===== config.mk =====
export PLATFORM = sky130hd
export DESIGN_NAME = branch_predict_unit
export DESIGN_NICKNAME = d
export VERILOG_FILES = /design/src/rtl/branch_predict_unit.sv
export SDC_FILE = /design/constraint.sdc
export NUM_CORES = 1
export LEC_CHECK = 0
export CAP_MARGIN = 20
export CORE_MARGIN = 2
export CORE_UTILIZATION = 42
export CTS_BUF_LIST = sky130_fd_sc_hd__clkbuf_8
export DETAILED_ROUTE_END_ITERATION = 12
export PLACE_DENSITY = 0.67
export SYNTH_ARGS = -nofsm -noshare
export SYNTH_HDL_FRONTEND = slang
export SYNTH_SLANG_ARGS = --single-unit
export TNS_END_PERCENT = 1

===== constraint.sdc =====
create_clock -name clk -period 13.3 [get_ports clk]
set_input_delay 1.995 -clock clk [delete_from_list [all_inputs] [get_ports clk]]
set_output_delay 1.995 -clock clk [all_outputs]
set_load 0.005 [all_outputs]

===== src/rtl/branch_predict_unit.sv =====
// RV32 branch resolve unit with a 2-bit saturating-counter BHT (bimodal, or gshare when GHIST_BITS > 0).
// Define BRANCH_STATS_EN to add the stat_branches / stat_mispredicts counters.
package control_types_pkg;
  typedef enum logic [2:0] {
    BR_NOP = 3'd0,
    BR_EQ  = 3'd1,
    BR_NE  = 3'd2,
    BR_LT  = 3'd3,
    BR_GE  = 3'd4,
    BR_LTU = 3'd5,
    BR_GEU = 3'd6
  } comp_op_t;
endpackage

module branch_predict_unit
  import control_types_pkg::*;
#(
  parameter int XLEN        = 32,
  parameter int BHT_ENTRIES = 64,
  parameter int GHIST_BITS  = 0
) (
  input  logic            clk,
  input  logic            rst,
  input  logic [XLEN-1:0] fetch_pc,
  output logic            predict_taken,
  input  logic            ex_valid,
  input  logic [XLEN-1:0] ex_pc,
  input  comp_op_t        comp_op,
  input  logic [XLEN-1:0] operand_a,
  input  logic [XLEN-1:0] operand_b,
  input  logic            ex_pred_taken,
  output logic            branch_taken,
  output logic            mispredict
`ifdef BRANCH_STATS_EN
  ,
  output logic [31:0]     stat_branches,
  output logic [31:0]     stat_mispredicts
`endif
);

  localparam int IDX = $clog2(BHT_ENTRIES);
  localparam logic [1:0] CTR_RESET = 2'b01;

  logic [1:0]     bht [BHT_ENTRIES];
  logic [IDX-1:0] ghr_idx;
  logic [IDX-1:0] fidx;
  logic [IDX-1:0] eidx;
  logic           is_br;

  // NOTE: every variable assigned in always_comb gets a default first, so no path leaves it holding a value (no latch).
  always_comb begin
    branch_taken = 1'b0;
    case (comp_op)
      BR_EQ:   branch_taken = (operand_a == operand_b);
      BR_NE:   branch_taken = (operand_a != operand_b);
      BR_LT:   branch_taken = ($signed(operand_a) <  $signed(operand_b));
      BR_GE:   branch_taken = ($signed(operand_a) >= $signed(operand_b));
      BR_LTU:  branch_taken = (operand_a <  operand_b);
      BR_GEU:  branch_taken = (operand_a >= operand_b);
      default: branch_taken = 1'b0;
    endcase
  end

  assign is_br = ex_valid && (comp_op != BR_NOP);

  // A non-branch predicted taken still mispredicts so fetch can redirect to PC+4.
  assign mispredict = !rst && ex_valid && (branch_taken != ex_pred_taken);

  generate
    if (GHIST_BITS == 0) begin : g_bimodal
      assign ghr_idx = '0;
    end else begin : g_gshare
      logic [GHIST_BITS-1:0] ghr;
      logic [GHIST_BITS:0]   ghr_shift;

      assign ghr_shift = {ghr, branch_taken};

      // NOTE: sequential state is written with non-blocking assignments so every flop samples pre-edge values.
      always_ff @(posedge clk or posedge rst) begin
        if (rst) begin
          ghr <= '0;
        end else if (is_br) begin
          ghr <= ghr_shift[GHIST_BITS-1:0];
        end
      end

      assign ghr_idx = IDX'(ghr);
    end
  endgenerate

  assign fidx = fetch_pc[IDX+1:2] ^ ghr_idx;
  assign eidx = ex_pc[IDX+1:2]    ^ ghr_idx;

  // PC bits outside the index field are intentionally ignored.
  logic unused_pc_bits;
  assign unused_pc_bits = ^{fetch_pc[XLEN-1:IDX+2], fetch_pc[1:0],
                            ex_pc[XLEN-1:IDX+2], ex_pc[1:0]};

  // NOTE: the BHT is a flop array, not an SRAM macro, so it can take the async reset to weak-NT.
  always_ff @(posedge clk or posedge rst) begin
    if (rst) begin
      for (int i = 0; i < BHT_ENTRIES; i++) begin
        bht[i] <= CTR_RESET;
      end
    end else if (is_br) begin
      if (branch_taken && (bht[eidx] != 2'b11)) begin
        bht[eidx] <= bht[eidx] + 2'd1;
      end else if (!branch_taken && (bht[eidx] != 2'b00)) begin
        bht[eidx] <= bht[eidx] - 2'd1;
      end
    end
  end

  // No bypass: a same-cycle update to fidx shows up on the next cycle.
  assign predict_taken = bht[fidx][1];

`ifdef BRANCH_STATS_EN
  always_ff @(posedge clk or posedge rst) begin
    if (rst) begin
      stat_branches    <= '0;
      stat_mispredicts <= '0;
    end else if (is_br) begin
      stat_branches <= stat_branches + 32'd1;
      if (mispredict) begin
        stat_mispredicts <= stat_mispredicts + 32'd1;
      end
    end
  end
`endif

endmodule


==> summary.md, run 1 <==
| Metric | Value |
|---|---|
| Status | completed |
| Netlist cell types | 62 |
| CP delay by family, top | simple AND/OR/NAND/NOR gates |
| Total core area | 21890 µm² |
| Fmax | 134.2 MHz |
| Gates resized, CTS repair | 0 |
| Post-route ant nets | 0 |
| Critical path class | primary input to output pin |
| Max incr delay on CP | 510 ps |
| Top_reg_cell synth | dfstp_2 |
| Synthesis-to-layout area growth | 14.38% |
| Worst Reg2Reg Path Length in Cells | 9 |
| Final setup violation count | 0 |
| Initial DRC count | 1038 |
| Setup ws final | 5848 ps |
| WP data required | 11310 ps |
| CTS Hold Bufs | 0 |
| Top-Level Pins | 138 |
| Port bufs | 85 |
| Peak VDD IR | 0.06988 mV |
| First-pass GRT wire length | 48.24 mm |
| Synth area leaders | dfstp_2 (18%), dfrtp_1 (17%), a21oi_1 (7.5%), a221o_1 (7.0%), o22ai_1 (6.2%) |
| Row count | 54 |
| Yosys reg bits | 128 |
| Leakage power total | 0.004108 µW |
| Number of synthesized flops with an enable pin | 0 |
| TritonCTS clock tree | built |
| Crit end category | output pin |
| First-pass iteration count of the detailed router | 5 |
| Hold-critical path depth | 2 |
| GPL Wtd Cong | 0.8651 |
| Die width | 153.8 µm |
| Worst Skew | 9.825 ps |
| Worst Path Buf+Inv | 3 |
| Worst path slowest cell | nor4_2 |
| Mapped cell area | 9420 µm² |
| Antenna Cells | 0 |
| Share of the synthesized area in the top cell type | 17.85% |
| Vias in the first global route | 8634 |
| Worst slew pin tran | 1102 ps |
| Worst Hold Class | register to register |
| Vias per Instance | 6.620 |
| CP dominant cell by count | clkdlybuf4s50_1 |
| Place WS | 5872 ps |
| Die height | 153.8 µm |
| Total grt overflow | 0 |
| Syn_nets | 1286 |
| Final Hold Viols | 0 |
| Initial antenna violation count | 0 |
| Setup TNS | 0 ps |
| DIE AREA | 23640 µm² |
| H-Tree Level Count | 4 |
| Sequential element share of the synthesized area | 34.85% |
| Max_slew headroom | 26.34% |
| Share of cells above drive strength 1 | 13.50% |
| WP data arrival | 5460 ps |
| Worst R2R End | bht[65]$_DFFE_PP0P_ |
| Post-CTS setup buffer count | 0 |
| Pwr dens | 108.5 nW/µm² |
| Syn_area_per_cell | 8.434 µm² |
| Fin crit period | 7452 ps |
| Fin crit share | 56.03% |
| Slew Limit Fails | 0 |
| Total GRT Usage | 25.66% |
| Synth Instances | 1117 |
| Reg2Reg Setup Slack | 8950 ps |
| TritonCTS buffer count | 17 |
| Routed wire length | 30.59 mm |
| DRC viols | 0 |
| Count leader, synth | nor2_1 |
| Post-synth ARST share | 100.0% |
| YS warnings | 0 |
| Initial Util | 43.03% |
| RSZ-0062 raised after global routing | no |
| Crit path max fanout | 5 |
| Cell Chain, Critical Path | clkdlybuf4s50_1, inv_1, ha_1, nand4_2, nor4_2, nand3_1, nand3b_1, nor3_1, o31a_2, nor2_1, xor2_1, and3_1, clkdlybuf4s50_1 |
| Clk slew on worst S/H paths | 80 ps |
| Synth area leader | dfstp_2 |
| Pin count of the biggest net entering global routing | 109 |
| Worst skew pair latency | 460 ps |
| DR WL/cell | 21.42 µm |
| Setup crit start | operand_b[31] |
| Via Count | 9453 |
| Root Buffer | clkbuf_8 |
| CTS Buffer Depth | 2 |
| CTS Sinks | 128 |
| Final net count | 1304 |
| Worst setup SP type | primary input |
| Synth cell count leaders | nor2_1 (143), a21oi_1 (141), o22ai_1 (93) |
| Max capacitance violation total | 0 |
| Hpwl dp | 18.80 mm |
==> cells by family after synthesis <==
logic type	after synthesis	share of synthesized area, %
and+or+nand+nor	288	13.40
buffers and inverters	146	7.026
DFF	128	34.85
xor gates and xnor gates	1	0.09299
AOI/OAI and AO/OA	498	34.99
muxes	22	5.127
adders and majority gates	34	4.516
==> per-stage QoR <==
stage	cell area, µm²	total power [µW]	instances	hold WS [ps]	util (%)
final	10780	1169	1428	493.0	49.22
after global routing	10780	1228	1428	511.5	49.22
after CTS	10760	1168	1426	495.4	49.14
after detailed placement	10310	787.9	1394	484.2	47.11
after global placement	10310	777.2	1394	478.2	47.11
after floorplan	9420	702.5	1117	471.2	-
==> placed cells by master (no fill, tap or decap), types with 3 or more instances in the layout <==
master	n
a21oi_1	141
nor2_1	138
o22ai_1	93
clkdlybuf4s50_1	85
nand2_1	83
o31ai_1	67
a221o_1	66
dfstp_2	64
dfrtp_1	64
o21ai_0	62
inv_1	41
a22oi_1	36
ha_1	33
mux4_2	21
clkbuf_8	20
buf_4	20
nand4_1	15
o21ai_1	8
or4_1	6
nor2_2	5
and2_1	5
nand3_1	5
nor2b_1	5
bufinv_16	4
and3_1	3
nor4_1	3
nor3_1	3
==> worst reg2reg max path: stages (launching register included) <==
cell     delay [ps]
dfstp_2         530
o22ai_1          80
or4_1           570
a22oi_1         280
nand4_1         290
ha_4            910
buf_4           910
nor2_1          150
a221o_1         390
a21oi_1         140
==> report_power, final <==
group / switching [µW] / total [µW] / internal [µW] / leakage (µW)
clock network: 165 / 382 / 217 / 0.000230
registers: 17.6 / 456 / 439 / 0.00155
logic: 224 / 331 / 107 / 0.00233
total: 407 / 1170 / 763 / 0.00411
==> worst max path at each step <==
| stage | slack, ps | end | cells after the start |
|---|---|---|---|
| floorplan | 6290 | mispredict | 2 |
| global placement | 5860 | mispredict | 13 |
| detailed placement | 5870 | mispredict | 13 |
| CTS | 5870 | mispredict | 13 |
| global route | 5620 | mispredict | 13 |
| finish | 5850 | mispredict | 13 |
==> cell type report <==
cell class	instances	area (µm²)
Inverter	39	148.9
Timing Repair Buffer	106	1012
Multi-Input combinational cell	843	5538
Clock buffer	20	275.3
Sequential cell	128	3283
Clock inverter	12	167.7
Tap cell	280	350.3
Fill cell	2081	11120
==> per-layer routing <==
layer  wire, µm  GRT usage (%)  vias up
met5          0              0        -
li1           -              -     4330
met4        978          9.742        0
met3       3020          5.722       85
met1      13060          35.99     4535
met2      13530          38.81      503
Power figures use the tool's default switching activity.
==> inputs of run 2 (changes only) <==
PLACE_DENSITY = 0.7   (was 0.67)
clock period = 6.1 ns   (was 13.3 ns; I/O delays follow)
==> summary.md, run 2 (same netlist as run 1, synthesis figures left out) <==
| Metric | Value |
|---|---|
| Status | completed (unchanged) |
| Leakage power total | 0.004129 µW (was 0.004108 µW) |
| Fin crit share | 85.87% |
| Gates resized, CTS repair | 0 (unchanged) |
| Place WS | 848.2 ps (was 5872 ps) |
| Setup TNS | 0 ps (unchanged) |
| WP data arrival | 4320 ps (was 5460 ps) |
| Initial antenna violation count | 0 (unchanged) |
| CP delay by family, top | simple AND/OR/NAND/NOR gates (unchanged) |
| Via Count | 9513 (was 9453) |
| WP data required | 5180 ps (was 11310 ps) |
| Share of cells above drive strength 1 | 14.10% (was 13.50%) |
| Pint | 1555 µW (was 762.8 µW) |
| Hold-critical path depth | 2 (unchanged) |
| Pwr dens | 226.6 nW/µm² (was 108.5 nW/µm²) |
| CP dominant cell by count | clkdlybuf4s50_1 (unchanged) |
| Top-Level Pins | 138 (unchanged) |
| CTS Buffer Depth | 2 (unchanged) |
| Final net count | 1312 (was 1304) |
| Worst slew pin tran | 1127 ps (was 1102 ps) |
| Crit end category | output pin (unchanged) |
| Cell Chain, Critical Path | clkdlybuf4s50_1, inv_1, ha_1, nand4_1, nor4_1, a21boi_2, o31a_1, nor3_1, o31a_2, nor2_1, xor2_1, and3_1, clkdlybuf4s50_1 (was clkdlybuf4s50_1, inv_1, ha_1, nand4_2, nor4_2, nand3_1, nand3b_1, nor3_1, o31a_2, nor2_1, xor2_1, and3_1, clkdlybuf4s50_1) |
| Slew Limit Fails | 0 (unchanged) |
| Total core area | 21890 µm² (unchanged) |
| Vias per Instance | 6.620 (about the same) |
| Vias in the first global route | 8729 (was 8634) |
| Worst skew pair latency | 480 ps (was 460 ps) |
| Psw | 899.8 µW (was 406.7 µW) |
| Final setup violation count | 0 (unchanged) |
| Port bufs | 85 (unchanged) |
| Final Hold Viols | 0 (unchanged) |
| Worst path slowest cell | clkdlybuf4s50_1 (was nor4_2) |
| H-Tree Level Count | 4 (unchanged) |
| DIE AREA | 23640 µm² (unchanged) |
| DRC viols | 0 (unchanged) |
| Clk slew on worst S/H paths | 70 ps (was 80 ps) |
| Reg2Reg Setup Slack | 2560 ps (was 8950 ps) |
| Hpwl dp | 19.56 mm (was 18.80 mm) |
| Combinational share of power | 31.0% (was 28.3%) |
| Setup ws final | 861.7 ps (was 5848 ps) |
| CTS Hold Bufs | 0 (unchanged) |
| First-pass GRT wire length | 48.65 mm (was 48.24 mm) |
| Pin count of the biggest net entering global routing | 128 (was 109) |
| Switch share | 36.65% (was 34.78%) |
| Root Buffer | clkbuf_8 (unchanged) |
| Worst Path Buf+Inv | 3 (unchanged) |
| Peak VDD IR | 0.1197 mV (was 0.06988 mV) |
| Initial Util | 43.03% (unchanged) |
| Post-route ant nets | 0 (unchanged) |
| Routed wire length | 30.48 mm (was 30.59 mm) |
| First-pass iteration count of the detailed router | 6 (was 5) |
| Max incr delay on CP | 520 ps (was 510 ps) |
| RSZ-0062 raised after global routing | no (unchanged) |
| TritonCTS buffer count | 17 (unchanged) |
| Commonest non-fill, non-tap cells in the layout | a21oi_1 (141), nor2_1 (139), o22ai_1 (93) (was a21oi_1 (141), nor2_1 (138), o22ai_1 (93)) |
| Worst Skew | 11.23 ps (was 9.825 ps) |
| Synthesis-to-layout area growth | 15.01% (was 14.38%) |
| Crit path max fanout | 5 (unchanged) |
| Worst Hold Class | register to register (unchanged) |
| Initial DRC count | 1369 (was 1038) |
| Total grt overflow | 0 (unchanged) |
| Row count | 54 (unchanged) |
| Clk network pwr share | 28.4% (was 32.7%) |
| TritonCTS clock tree | built (unchanged) |
| Fin crit period | 5238 ps |
| Seq pwr share | 40.6% (was 39.0%) |
| Worst Reg2Reg Path Length in Cells | 11 (was 9) |
| Commonest non-fill, non-tap cell in the layout | a21oi_1 (unchanged) |
| Worst setup SP type | primary input (unchanged) |
| Max capacitance violation total | 0 (unchanged) |
| Total GRT Usage | 25.87% (was 25.66%) |
| Fmax | 190.9 MHz |
| DR WL/cell | 21.21 µm (was 21.42 µm) |
| Post-CTS setup buffer count | 0 (unchanged) |
| GPL Wtd Cong | 0.9116 (was 0.8651) |
| Die height | 153.8 µm (unchanged) |
| CTS Sinks | 128 (unchanged) |
| Critical path class | primary input to output pin (unchanged) |
| Max_slew headroom | 24.76% (was 26.34%) |
| Die width | 153.8 µm (unchanged) |
[run 2: cell count changes in the layout (fill, tap and decap cells not counted), sizes merged]
cell	delta
bufinv	-3
diode	+1
clkinvlp	+3
clkinv	+2
inv	-1
clkbuf	-1
buf	+8
[run 2: stage by stage]
stage	hold slack [ps]	utilization [%]	total power, µW	instance area [µm²]	instances
finish	495.3	49.49	2455	10830	1437
detailed placement	484.0	47.80	1758	10460	1403
floorplan	471.2	-	1532	9420	1117
CTS	494.9	49.45	2446	10820	1435
global placement	478.1	47.78	1736	10460	1402
global route	510.8	49.48	2575	10830	1436
[run 2: area by class of cell]
cell class | instances | area (µm²)
Antenna cell | 1 | 2.502
Clock buffer | 19 | 261.5
Multi-Input combinational cell | 843 | 5535
Timing Repair Buffer | 114 | 1154
Clock inverter | 13 | 98.84
Tap cell | 280 | 350.3
Fill cell | 2052 | 11060
Inverter | 39 | 148.9
Sequential cell | 128 | 3283
[run 2: tightest hold or removal path, cell delays in order, from the launching register on]
cell and delay [ps]:
dfstp_2 370, o21ai_0 60, o31ai_1 60
[run 2: how the worst max path moves through the flow]
stage / startpoint / to / slack [ps] / cells after the start
final: operand_b[14] / mispredict / 860 / 13
after global routing: operand_b[14] / mispredict / 560 / 13
after detailed placement: operand_b[14] / mispredict / 850 / 13
after CTS: operand_b[14] / mispredict / 840 / 13
after floorplan: rst / mispredict / 1250 / 2
after global placement: ex_pc[3] / register / 860 / 13
[run 2: power groups by stage]
| stage | Combinational, µW | Clock [µW] | Sequential, µW |
|---|---|---|---|
| global route | 834 | 735 | 1010 |
| floorplan | 538 | 0 | 994 |
| global placement | 728 | 0 | 1010 |
| CTS | 750 | 699 | 996 |
| detailed placement | 749 | 0 | 1010 |
| finish | 761 | 697 | 997 |
[run 2: metal layers]
layer	vias up	track usage, %	part of all wire, %
met4	0	9.218	3.2
li1	4353	-	-
met3	94	6.342	11
met2	573	38.16	44
met1	4493	36.99	42
met5	-	0	0
